### src/rtl/hazard_pkg.sv
// Shared types and constants for the hazard scheduler: stall/flush cause codes
// and the record carried down the tracking pipe for each issued instruction.
package hazard_pkg;

  // Field widths are fixed at the supported maximum so one record type serves every parameterisation.
  localparam int MAX_RW     = 8;
  localparam int MAX_ADDR_W = 32;

  localparam logic [1:0] CAUSE_NONE  = 2'b00;
  localparam logic [1:0] CAUSE_REG   = 2'b01;
  localparam logic [1:0] CAUSE_MEM   = 2'b10;
  localparam logic [1:0] CAUSE_FLUSH = 2'b11;

  typedef struct packed {
    logic                  valid;
    logic [MAX_RW-1:0]     rd;
    logic                  wr_en;
    logic                  is_load;
    logic                  mem_en;
    logic                  mem_wr;
    logic [MAX_ADDR_W-1:0] mem_addr;
  } track_entry_t;

  localparam track_entry_t BUBBLE = '0;

  // True when a pending register write feeds one of the decode sources.
  function automatic logic reg_match(input track_entry_t e,
                                     input logic [MAX_RW-1:0] rs, input logic rs_used,
                                     input logic [MAX_RW-1:0] rt, input logic rt_used);
    return e.valid && e.wr_en &&
           ((rs_used && (e.rd == rs)) || (rt_used && (e.rd == rt)));
  endfunction

endpackage

### src/rtl/haz_track_pipe.sv
// Shift register of in-flight instruction records; entry 0 is the youngest,
// the oldest falls off the end every cycle.
module haz_track_pipe
  import hazard_pkg::*;
#(
  parameter int DEPTH = 4
) (
  input  logic                     clk,
  input  logic                     rst,
  input  track_entry_t             push,
  output track_entry_t [DEPTH-1:0] entries
);

  always_ff @(posedge clk or negedge rst) begin
    if (!rst) begin
      entries <= '0;
    end else begin
      entries[0] <= push;
      for (int i = 1; i < DEPTH; i++) begin
        entries[i] <= entries[i-1];
      end
    end
  end

endmodule

### src/rtl/hazard_sched.sv
// Decode-stage interlock: compares the decode instruction with the tracked
// downstream stages and issues, stalls, or squashes it after a control transfer.
module hazard_sched
  import hazard_pkg::*;
#(
  parameter int NUM_REGS   = 8,
  parameter int PIPE_DEPTH = 4,
  parameter int ADDR_W     = 16,
  parameter int BR_FLUSH   = 1,
  parameter int FWD_EN     = 0,
  localparam int RW        = (NUM_REGS > 1) ? $clog2(NUM_REGS) : 1
) (
  input  logic              clk,
  input  logic              rst,
  input  logic              id_valid,
  input  logic [RW-1:0]     id_rs,
  input  logic [RW-1:0]     id_rt,
  input  logic              id_rs_used,
  input  logic              id_rt_used,
  input  logic [RW-1:0]     id_rd,
  input  logic              id_wr_en,
  input  logic              id_is_load,
  input  logic              id_mem_en,
  input  logic              id_mem_wr,
  input  logic [ADDR_W-1:0] id_mem_addr,
  input  logic              id_ctrl_xfer,
  output logic              nop,
  output logic              pc_stall,
  output logic [1:0]        cause
);

  track_entry_t [PIPE_DEPTH-1:0] entries;
  track_entry_t                  push;
  logic [1:0]                    flush_cnt;
  logic                          flush_active;
  logic                          reg_haz;
  logic                          mem_haz;
  logic                          issue;
  logic [MAX_RW-1:0]             rs_x;
  logic [MAX_RW-1:0]             rt_x;
  logic [MAX_ADDR_W-1:0]         addr_x;

  assign rs_x         = MAX_RW'(id_rs);
  assign rt_x         = MAX_RW'(id_rt);
  assign addr_x       = MAX_ADDR_W'(id_mem_addr);
  assign flush_active = (flush_cnt != 2'd0);

  haz_track_pipe #(.DEPTH(PIPE_DEPTH)) u_track (
    .clk     (clk),
    .rst     (rst),
    .push    (push),
    .entries (entries)
  );

  // With forwarding, only a load still in the youngest stage cannot be bypassed.
  always_comb begin
    reg_haz = 1'b0;
    if (id_valid) begin
      for (int i = 0; i < PIPE_DEPTH; i++) begin
        if ((FWD_EN == 0) || ((i == 0) && entries[i].is_load)) begin
          if (reg_match(entries[i], rs_x, id_rs_used, rt_x, id_rt_used)) reg_haz = 1'b1;
        end
      end
    end
  end

  always_comb begin
    mem_haz = 1'b0;
    if (id_valid && id_mem_en) begin
      for (int i = 0; i < PIPE_DEPTH; i++) begin
        if (entries[i].valid && entries[i].mem_en && (entries[i].mem_addr == addr_x)) begin
          if (FWD_EN == 0) mem_haz = 1'b1;
          else if (!id_mem_wr && entries[i].mem_wr) mem_haz = 1'b1;
        end
      end
    end
  end

  // Flush outranks hazards; outputs stay quiet throughout reset.
  always_comb begin
    nop      = 1'b0;
    pc_stall = 1'b0;
    cause    = CAUSE_NONE;
    issue    = 1'b0;
    if (rst) begin
      if (flush_active) begin
        nop   = 1'b1;
        cause = CAUSE_FLUSH;
      end else if (reg_haz || mem_haz) begin
        nop      = 1'b1;
        pc_stall = 1'b1;
        cause    = reg_haz ? CAUSE_REG : CAUSE_MEM;
      end else begin
        issue = id_valid;
      end
    end
  end

  always_comb begin
    push = BUBBLE;
    if (issue) begin
      push.valid    = 1'b1;
      push.rd       = MAX_RW'(id_rd);
      push.wr_en    = id_wr_en;
      push.is_load  = id_is_load;
      push.mem_en   = id_mem_en;
      push.mem_wr   = id_mem_wr;
      push.mem_addr = addr_x;
    end
  end

  // The counter only loads when the transfer really issues, never while it is stalled.
  always_ff @(posedge clk or negedge rst) begin
    if (!rst) begin
      flush_cnt <= 2'd0;
    end else if (flush_active) begin
      flush_cnt <= flush_cnt - 2'd1;
    end else if (issue && id_ctrl_xfer) begin
      flush_cnt <= 2'(BR_FLUSH);
    end
  end

endmodule

### config.mk
export PLATFORM = sky130hd
export DESIGN_NAME = hazard_sched
export DESIGN_NICKNAME = d
export VERILOG_FILES = /design/src/rtl/hazard_pkg.sv /design/src/rtl/haz_track_pipe.sv /design/src/rtl/hazard_sched.sv
export SDC_FILE = /design/constraint.sdc
export NUM_CORES = 1
export LEC_CHECK = 0
export CAP_MARGIN = 15
export CORE_ASPECT_RATIO = 2
export CORE_MARGIN = 2
export CORE_UTILIZATION = 53
export CTS_BUF_LIST = sky130_fd_sc_hd__clkbuf_8
export DETAILED_ROUTE_END_ITERATION = 12
export PLACE_DENSITY = 0.8
export SLEW_MARGIN = 5
export SYNTH_ARGS = -nofsm -noshare
export SYNTH_HDL_FRONTEND = slang
export SYNTH_SLANG_ARGS = --single-unit
### constraint.sdc
create_clock -name clk -period 2.7 [get_ports clk]
set_input_delay 0.81 -clock clk [delete_from_list [all_inputs] [get_ports clk]]
set_output_delay 0.81 -clock clk [all_outputs]
set_load 0.005 [all_outputs]
# == Yosys cells after proc, flatten, opt, wreduce, memory -nomap -nowiden ==
# Index checks and enable logic that the tools add are counted.
# Widths: inputs -> output; s select.
# totals
register_bits,174
latch_bits,0
mem_bits_rw,0
romBits,0
inputBits,35
out_inout_bits,4
n_memories,0
# op_classes
addsub,1
multipliers,0
n_div,0
order_cmp,0
eq_ne,12
shifts,0
mux,25
bitwise,0
n_reduce_logical,33
# op_table
op,count
$eq 32x16->1,4
$eq 8x3->1,8
$mux 45,1
$logic_and 1x1->1,26
$mux 1,18
$mux 2,6
$logic_or 1x1->1,5
$reduce_bool 2->1,2
$sub 2x1->2 const B,1

# == Longest topological paths before layout ==
# Gate-level depths: netlist of run 1.
# logic_depth
depth_word,16
ltp_mapped,8
mapped_depth_nobuf,6

# == By module ==
# A second synthesis of run 1 with hierarchy kept.
# hier_totals
hier_cells,451
hier_area_um2,6677.7
# modules_own_cells
module,instances,cells_each,area_per_inst_um2,seq_area_each_um2
haz_track_pipe,1,180,4504.3,4504.3
hazard_sched,1,271,2173.3,50.0

# == Least setup slack after synthesis of run 1 ==
# OpenSTA, ideal clock, no wires.
# synth_timing
path_type,input to output
startpoint,in id_mem_addr[10]
endpoint,out nop
arrival_ns,2.071
path_slack_ns,-0.181
stages,7
n_path_buf,1
cell_sequence,buf_2 > xor2_1 > nor4_2 > nand4_1 > o22a_2 > and2_2 > o21bai_1
# synth_between
elab_chain_cells,11
word_cells_on_any_way,17
# synth_rtl
item,line_no,source
start: declaration,hazard_sched.sv:25,"input logic [ADDR_W-1:0] id_mem_addr,"
$eq 32x16->1,hazard_sched.sv:71,if (entries[i].valid && entries[i].mem_en && (entries[i].mem_addr == addr_x)) begin
$logic_and 1x1->1,hazard_sched.sv:71,
$mux 1 (3 in a row),hazard_sched.sv:71,
$mux 1 (*),hazard_sched.sv:71,
$mux 1 (*),hazard_sched.sv:69,if (id_valid && id_mem_en) begin
$logic_or 1x1->1 (*),hazard_sched.sv:89,end else if (reg_haz || mem_haz) begin
$mux 1 (*),hazard_sched.sv:89,
$mux 1 (*),hazard_sched.sv:86,if (flush_active) begin
$mux 1 (*),hazard_sched.sv:85,if (rst) begin
end: declaration,hazard_sched.sv:27,"output logic nop,"
# Mark *: on every way between the ends. The rest lies on a longest branch, timed or not.

# == Final worst setup path of run 1 ==
# layout_timing
startpoint,in id_mem_addr[8]
endpoint,out nop
# The elaborated chain is that of the path after synthesis.

==> results of run 1 <==
-- cell usage after synthesis, types with 2 or more instances --
master,number
nand2_1,7
a21oi_1,4
nor2_1,2
buf_2,14
buf_12,2
buf_4,3
nor3b_2,20
nand3_1,7
dfrtp_1,90
buf_6,5
xor2_1,45
o21ai_0,2
o21ai_1,2
clkbuf_1,2
nand4_1,16
nor4_1,6
nor4_2,3
xnor2_1,43
nor3_1,6
-- critical path, cell delays in order --
cell	delay [ps]
buf_6	110
xor2_1	160
nor4_2	340
nand3_1	150
o2bb2a_4	240
and2_4	170
o21bai_1	130
buf_2	130
-- state kept, by name, indices dropped and copies added, names as in the netlist --
name             cells
flush_cnt            2
u_track.entries     88
-- kinds of logic (layout without fill, tap and decap cells) --
logic type | after synthesis | in the layout | share of synthesized area [%]
compound gates | 13 | 13 | 2.62
xor+xnor | 88 | 88 | 19.7
buf+inv | 27 | 82 | 5.11
flops | 90 | 90 | 57.5
simple gates | 75 | 75 | 15.1
-- repair_timing --
| action | CTS | global route |
|---|---|---|
| setup endpoints to repair | 4 | 4 |
| buffers inserted | 5 | 0 |
| gates resized for setup | 168 | 33 |
| pin swaps | 32 | 20 |
-- area by class of cell --
class                   instances  area [µm²]
clock buffers                  12         165
clock inverters                 3        38.8
fillers                       519        2230
inverters                       1        3.75
multi-input cells             176        1770
flip-flops and latches         90        2250
well taps                      92         115
repair buffers                 66         643
-- per-stage QoR --
step / TNS (ps) / hold WS (ps)
floorplan: -267 / 353
global placement: -11410 / 359
global route: -1360 / 361
CTS: -1190 / 364
detailed placement: -11950 / 360
finish: -1180 / 378
-- worst min-delay path by stage --
stage                                              start                              to  depth (start not counted)
final                                                rst        flush_cnt[0]$_DFFE_PN0P_                          2
after global routing                                 rst        flush_cnt[0]$_DFFE_PN0P_                          2
after CTS                                            rst        flush_cnt[0]$_DFFE_PN0P_                          2
after detailed placement  u_track.entries[125]$_DFF_PN0_  u_track.entries[170]$_DFF_PN0_                          0
after global placement    u_track.entries[125]$_DFF_PN0_  u_track.entries[170]$_DFF_PN0_                          0
after floorplan            u_track.entries[33]$_DFF_PN0_   u_track.entries[78]$_DFF_PN0_                          0
-- report_power, final --
group | leakage, nW | switching (mW) | total [mW] | internal, mW
clock network | 0.110 | 0.440 | 0.934 | 0.494
logic | 0.928 | 0.171 | 0.348 | 0.177
registers | 1.22 | 0.0454 | 1.45 | 1.40
-- per-layer routing --
layer / vias to the layer above / routed length (µm) / GRT usage [%]
li1: 1062 / - / -
met1: 1162 / 2670 / 22.5
met2: 60 / 4770 / 39.2
met3: 19 / 244 / 4.68
met4: 0 / 347 / 12.8
met5: - / 0 / 0
==> summary.txt, run 1 <==
STA
  – Worst Tran Pin Value: 661 ps
  – Final Skew: around 13 ps
  – Final hold viol count: 0
  – Final worst-path cycle share: 113%
  – Max Slew Vio Count: 0
  – Setup WS post-layout: -364 ps
  – Highest Clock Rate: 326 MHz
  – Slew HR: around 56%
  – Tmin final: 3060 ps
  – Unrepaired setup endpoints after global routing: true
  – Setup-failing EPs final: 4

Synth
  – Area contributors post-synth: dfrtp_1 (57%), xor2_1 (10%), xnor2_1 (9.6%)
  – EDFF count, synth: 0
  – Synth top area share: approximately 57%
  – Average size of a mapped cell: 13.4 µm²
  – Cell Area, Synth: 3920 µm²
  – Ys Warns: 0
  – Ys async rst share: 100%
  – Syn_nets: 328
  – Post-synthesis cell count: 293
  – Post-synth top area cell: dfrtp_1
  – Yosys reg bits: 90
  – Register area share after synthesis: 57.5%
  – Post-synthesis cell type count: 33
  – Ys flop type: dfrtp_1

Worst setup path
  – Critical path class: in2out
  – Arrival time at the worst endpoint: approximately 2300 ps
  – CP required: around 1900 ps
  – Critical R2R Launch: u_track.entries[98]$_DFF_PN0_
  – Reg2reg setup slack: 540 ps
  – R2R depth: 9
  – Crit path to: nop
  – Worst Setup End Kind: output pin
  – Worst setup path start: id_mem_addr[8]
  – CP max FO: 5
  – Crit Reg-Reg Endpoint: u_track.entries[38]$_DFF_PN0_
  – Startpoint Class: primary input

Placed design
  – Post-place setup slack: -1250 ps
  – HPWL after detailed placement: 5680 µm
  – Post-Place Cells: 420
  – Count of input and output buffers: 36
  – Area of placed instances: between 4000 and 5000 µm²
  – Placer congestion estimate: a little over 0.8

Pwr
  – Leakage power figure: 2.25 nW
  – Pwr/cell area: 548 nW/µm²
  – Worst vdd ir: about 0.00045 V
  – Power Total: approximately 2.7 mW

Floorplanning
  – Starting Density: between 50% and 60%
  – Die area: 8140 µm²
  – Core Area: 7210 µm²
  – Vert. Die Dim: about 130 µm
  – FP Rows: 44
  – Num ports: 39
  – Die X-Extent: 64.8 µm

Finish
  – Most common cell after layout, fill and taps aside: dfrtp_1
  – Final cell count without fillers: between 400 and 500
  – Area Growth Syn to Fin: 27.2%
  – # diodes: 0
  – Commonest non-fill, non-tap cells in the layout: dfrtp_1 (89), xor2_1 (36), xnor2_1 (28), buf_4 (23), nor3b_2 (20)
  – Share of layout cells above drive strength 1: around 42%
  – Final instance area: roughly 5000 µm²
  – Final core occ: 69.1%
  – Nets@finish: about 380

Route
  – Antenna viol nets, final: 0
  – Wire per inst: 18.2 µm
  – Drt first pass iters: 4
  – Drt initial violations: 80
  – Number of vias per cell: 5.23
  – Drt drc: 0
  – Vias: 2303
  – WL final: 8030 µm

Clock network
  – CTS clk-pin slew, worst paths: approximately 80 ps
  – TritonCTS clock tree: built
  – Clk buf depth: 2
  – Hold-fix buffers, CTS: 0
  – TritonCTS buffer count: 9
  – H-tree Lvls: 3
  – Skew-Pair Late Insertion Delay: 360 ps
  – CTS Sinks: 90
  – Root Driver: clkbuf_8

Global routing
  – Vias in the first global route: 2558
  – First-pass GRT wire length: 12800 µm
  – Grt ovf: 0
  – Pin count of the biggest net entering global routing: 56
  – GRT Overall Usage: 21.8%
  – Initial antenna violation count: 0

Outcome
  – Status: finished with violations
  – Failing checks: negative setup slack

Run
  – Max_cap viols: 0

Worst hold path
  – Min-delay worst type: in2async
Power figures use the tool's default switching activity.
==> inputs of run 2 (changes only) <==
Settings changed: GPL_TIMING_DRIVEN from default to 0.
==> summary.txt, run 2 (synthesis results as in run 1) <==
Worst setup path
  – R2R depth: 8
  – Arrival time at the worst endpoint: roughly 2300 ps
  – Critical R2R Launch: u_track.entries[98]$_DFF_PN0_
  – Worst Setup End Kind: output pin
  – Reg2reg setup slack: ~520 ps
  – CP required: 1890 ps
  – Crit Reg-Reg Endpoint: u_track.entries[3]$_DFF_PN0_
  – Startpoint Class: primary input
  – CP max FO: 5
  – Critical path class: in2out
  – Worst setup path start: id_mem_addr[8]
  – Crit path to: nop

STA
  – Setup WS post-layout: -397 ps
  – Setup-failing EPs final: 4
  – Tmin final: approximately 3100 ps
  – Slew HR: around 73%
  – Final Skew: 12.6 ps
  – Highest Clock Rate: between 300 and 400 MHz
  – Unrepaired setup endpoints after global routing: true
  – Worst Tran Pin Value: 400 ps
  – Max Slew Vio Count: 0
  – Final worst-path cycle share: 115%
  – Final hold viol count: 0

Placed design
  – Count of input and output buffers: 14
  – Post-Place Cells: 400
  – Placer congestion estimate: 0.800
  – Post-place setup slack: -928 ps
  – HPWL after detailed placement: 5530 µm

Global routing
  – GRT Overall Usage: between 20% and 30%
  – Pin count of the biggest net entering global routing: between 50 and 60
  – Grt ovf: 0
  – Initial antenna violation count: 0
  – Vias in the first global route: 2396
  – First-pass GRT wire length: 12000 µm

Finish
  – Nets@finish: between 300 and 400
  – Fill cell count: 513
  – Commonest non-fill, non-tap cells in the layout: dfrtp_1 (88), xor2_1 (37), xnor2_1 (33), nor3b_2 (20), nand4_1 (16)
  – # diodes: 0
  – Most common cell after layout, fill and taps aside: dfrtp_1
  – Largest Register: u_track.entries
  – Final cell count without fillers: 421
  – Share of layout cells above drive strength 1: 36.2%
  – Final core occ: 66.6%
  – Area Growth Syn to Fin: 22.6%
  – Max reg flops: 88
  – Top flop regs: u_track.entries x88, flush_cnt x2

Run
  – Max_cap viols: 0

Route
  – Vias: 2190
  – Drt drc: 0
  – Wire per inst: 18.6 µm
  – WL final: 7830 µm
  – Drt initial violations: 120
  – Number of vias per cell: about 5.2
  – Antenna viol nets, final: 0
  – Drt first pass iters: 3

Floorplanning
  – Num ports: 39
  – Starting Density: 54.3%
  – Die X-Extent: around 65 µm
  – Die area: 8140 µm²
  – Core Area: 7210 µm²
  – FP Rows: between 40 and 50
  – Vert. Die Dim: 126 µm

Clock network
  – CTS clk-pin slew, worst paths: ~80 ps
  – TritonCTS buffer count: 9
  – Clk buf depth: 2
  – H-tree Lvls: 3
  – Root Driver: clkbuf_8
  – TritonCTS clock tree: built
  – CTS Sinks: 90
  – Hold-fix buffers, CTS: 0
  – Skew-Pair Late Insertion Delay: 370 ps

Outcome
  – Failing checks: negative setup slack
  – Status: finished with violations

Pwr
  – Power Total: between 2 and 3 mW
  – Leakage power figure: 2.12 nW
  – Worst vdd ir: about 0.00037 V
  – Pwr/cell area: approximately 580 nW/µm²

Worst hold path
  – Min-delay worst type: in2async
[run 2: layout make-up]
cell class | instances | area [µm²] | area share (%)
sequential | 90 | 2250 | 47.0
buffer | 26 | 305 | 6.36
inverter | 1 | 3.75 | 0.0782
clock inverter | 7 | 100 | 2.08
multi-input combinational | 176 | 1720 | 35.7
tap | 92 | 115 | 2.40
timing repair buffer | 20 | 183 | 3.80
clock buffer | 9 | 124 | 2.58
[run 2: report_power, final]
group	internal (mW)	switching [mW]
Sequential	1.40	0.0456
Combinational	0.159	0.161
Clock	0.529	0.479
[run 2: critical path, cell delays in order]
cell      delay (ps)
buf_8            110
xor2_2           160
nor4_2           400
nand3_1          140
o22a_2           270
and2_4           160
o21bai_1         120
buf_2            120
[run 2: how the worst min path moves through the flow]
stage	from	end	slack, ps	cells past startpoint
2_1_floorplan	u_track.entries[33]$_DFF_PN0_	u_track.entries[78]$_DFF_PN0_	350	0
3_3_place_gp	u_track.entries[125]$_DFF_PN0_	u_track.entries[170]$_DFF_PN0_	360	0
3_5_place_dp	u_track.entries[80]$_DFF_PN0_	u_track.entries[125]$_DFF_PN0_	360	0
4_1_cts	u_track.entries[80]$_DFF_PN0_	u_track.entries[125]$_DFF_PN0_	380	0
5_1_grt	rst	u_track.entries[37]$_DFF_PN0_	380	1
6_report	rst	u_track.entries[37]$_DFF_PN0_	350	1
[run 2: timing repair]
item                                    CTS  global route
pin swaps                                30            27
resized for setup                        61            28
endpoints found under the setup margin    4             4
buffers inserted                          5             0
[run 2: metrics by stage]
step / TNS [ps] / instance area, µm² / hold slack, ps
5_1_grt: -1390 / 4800 / 378
3_3_place_gp: -292420 / 4200 / 358
6_report: -1170 / 4800 / 346
2_1_floorplan: -267 / 3950 / 353
3_5_place_dp: -3460 / 4230 / 364
4_1_cts: -964 / 4660 / 382
[run 2: routing by layer]
metal | GRT usage [%] | part of all wire (%) | wire (µm) | vias to the layer above
li1 | - | - | - | 1023
met1 | 20.4 | 34 | 2640 | 1110
met2 | 38.5 | 60 | 4730 | 39
met3 | 3.60 | 2.5 | 196 | 18
met4 | 11.3 | 3.3 | 257 | 0
met5 | 0 | 0 | 0 | -
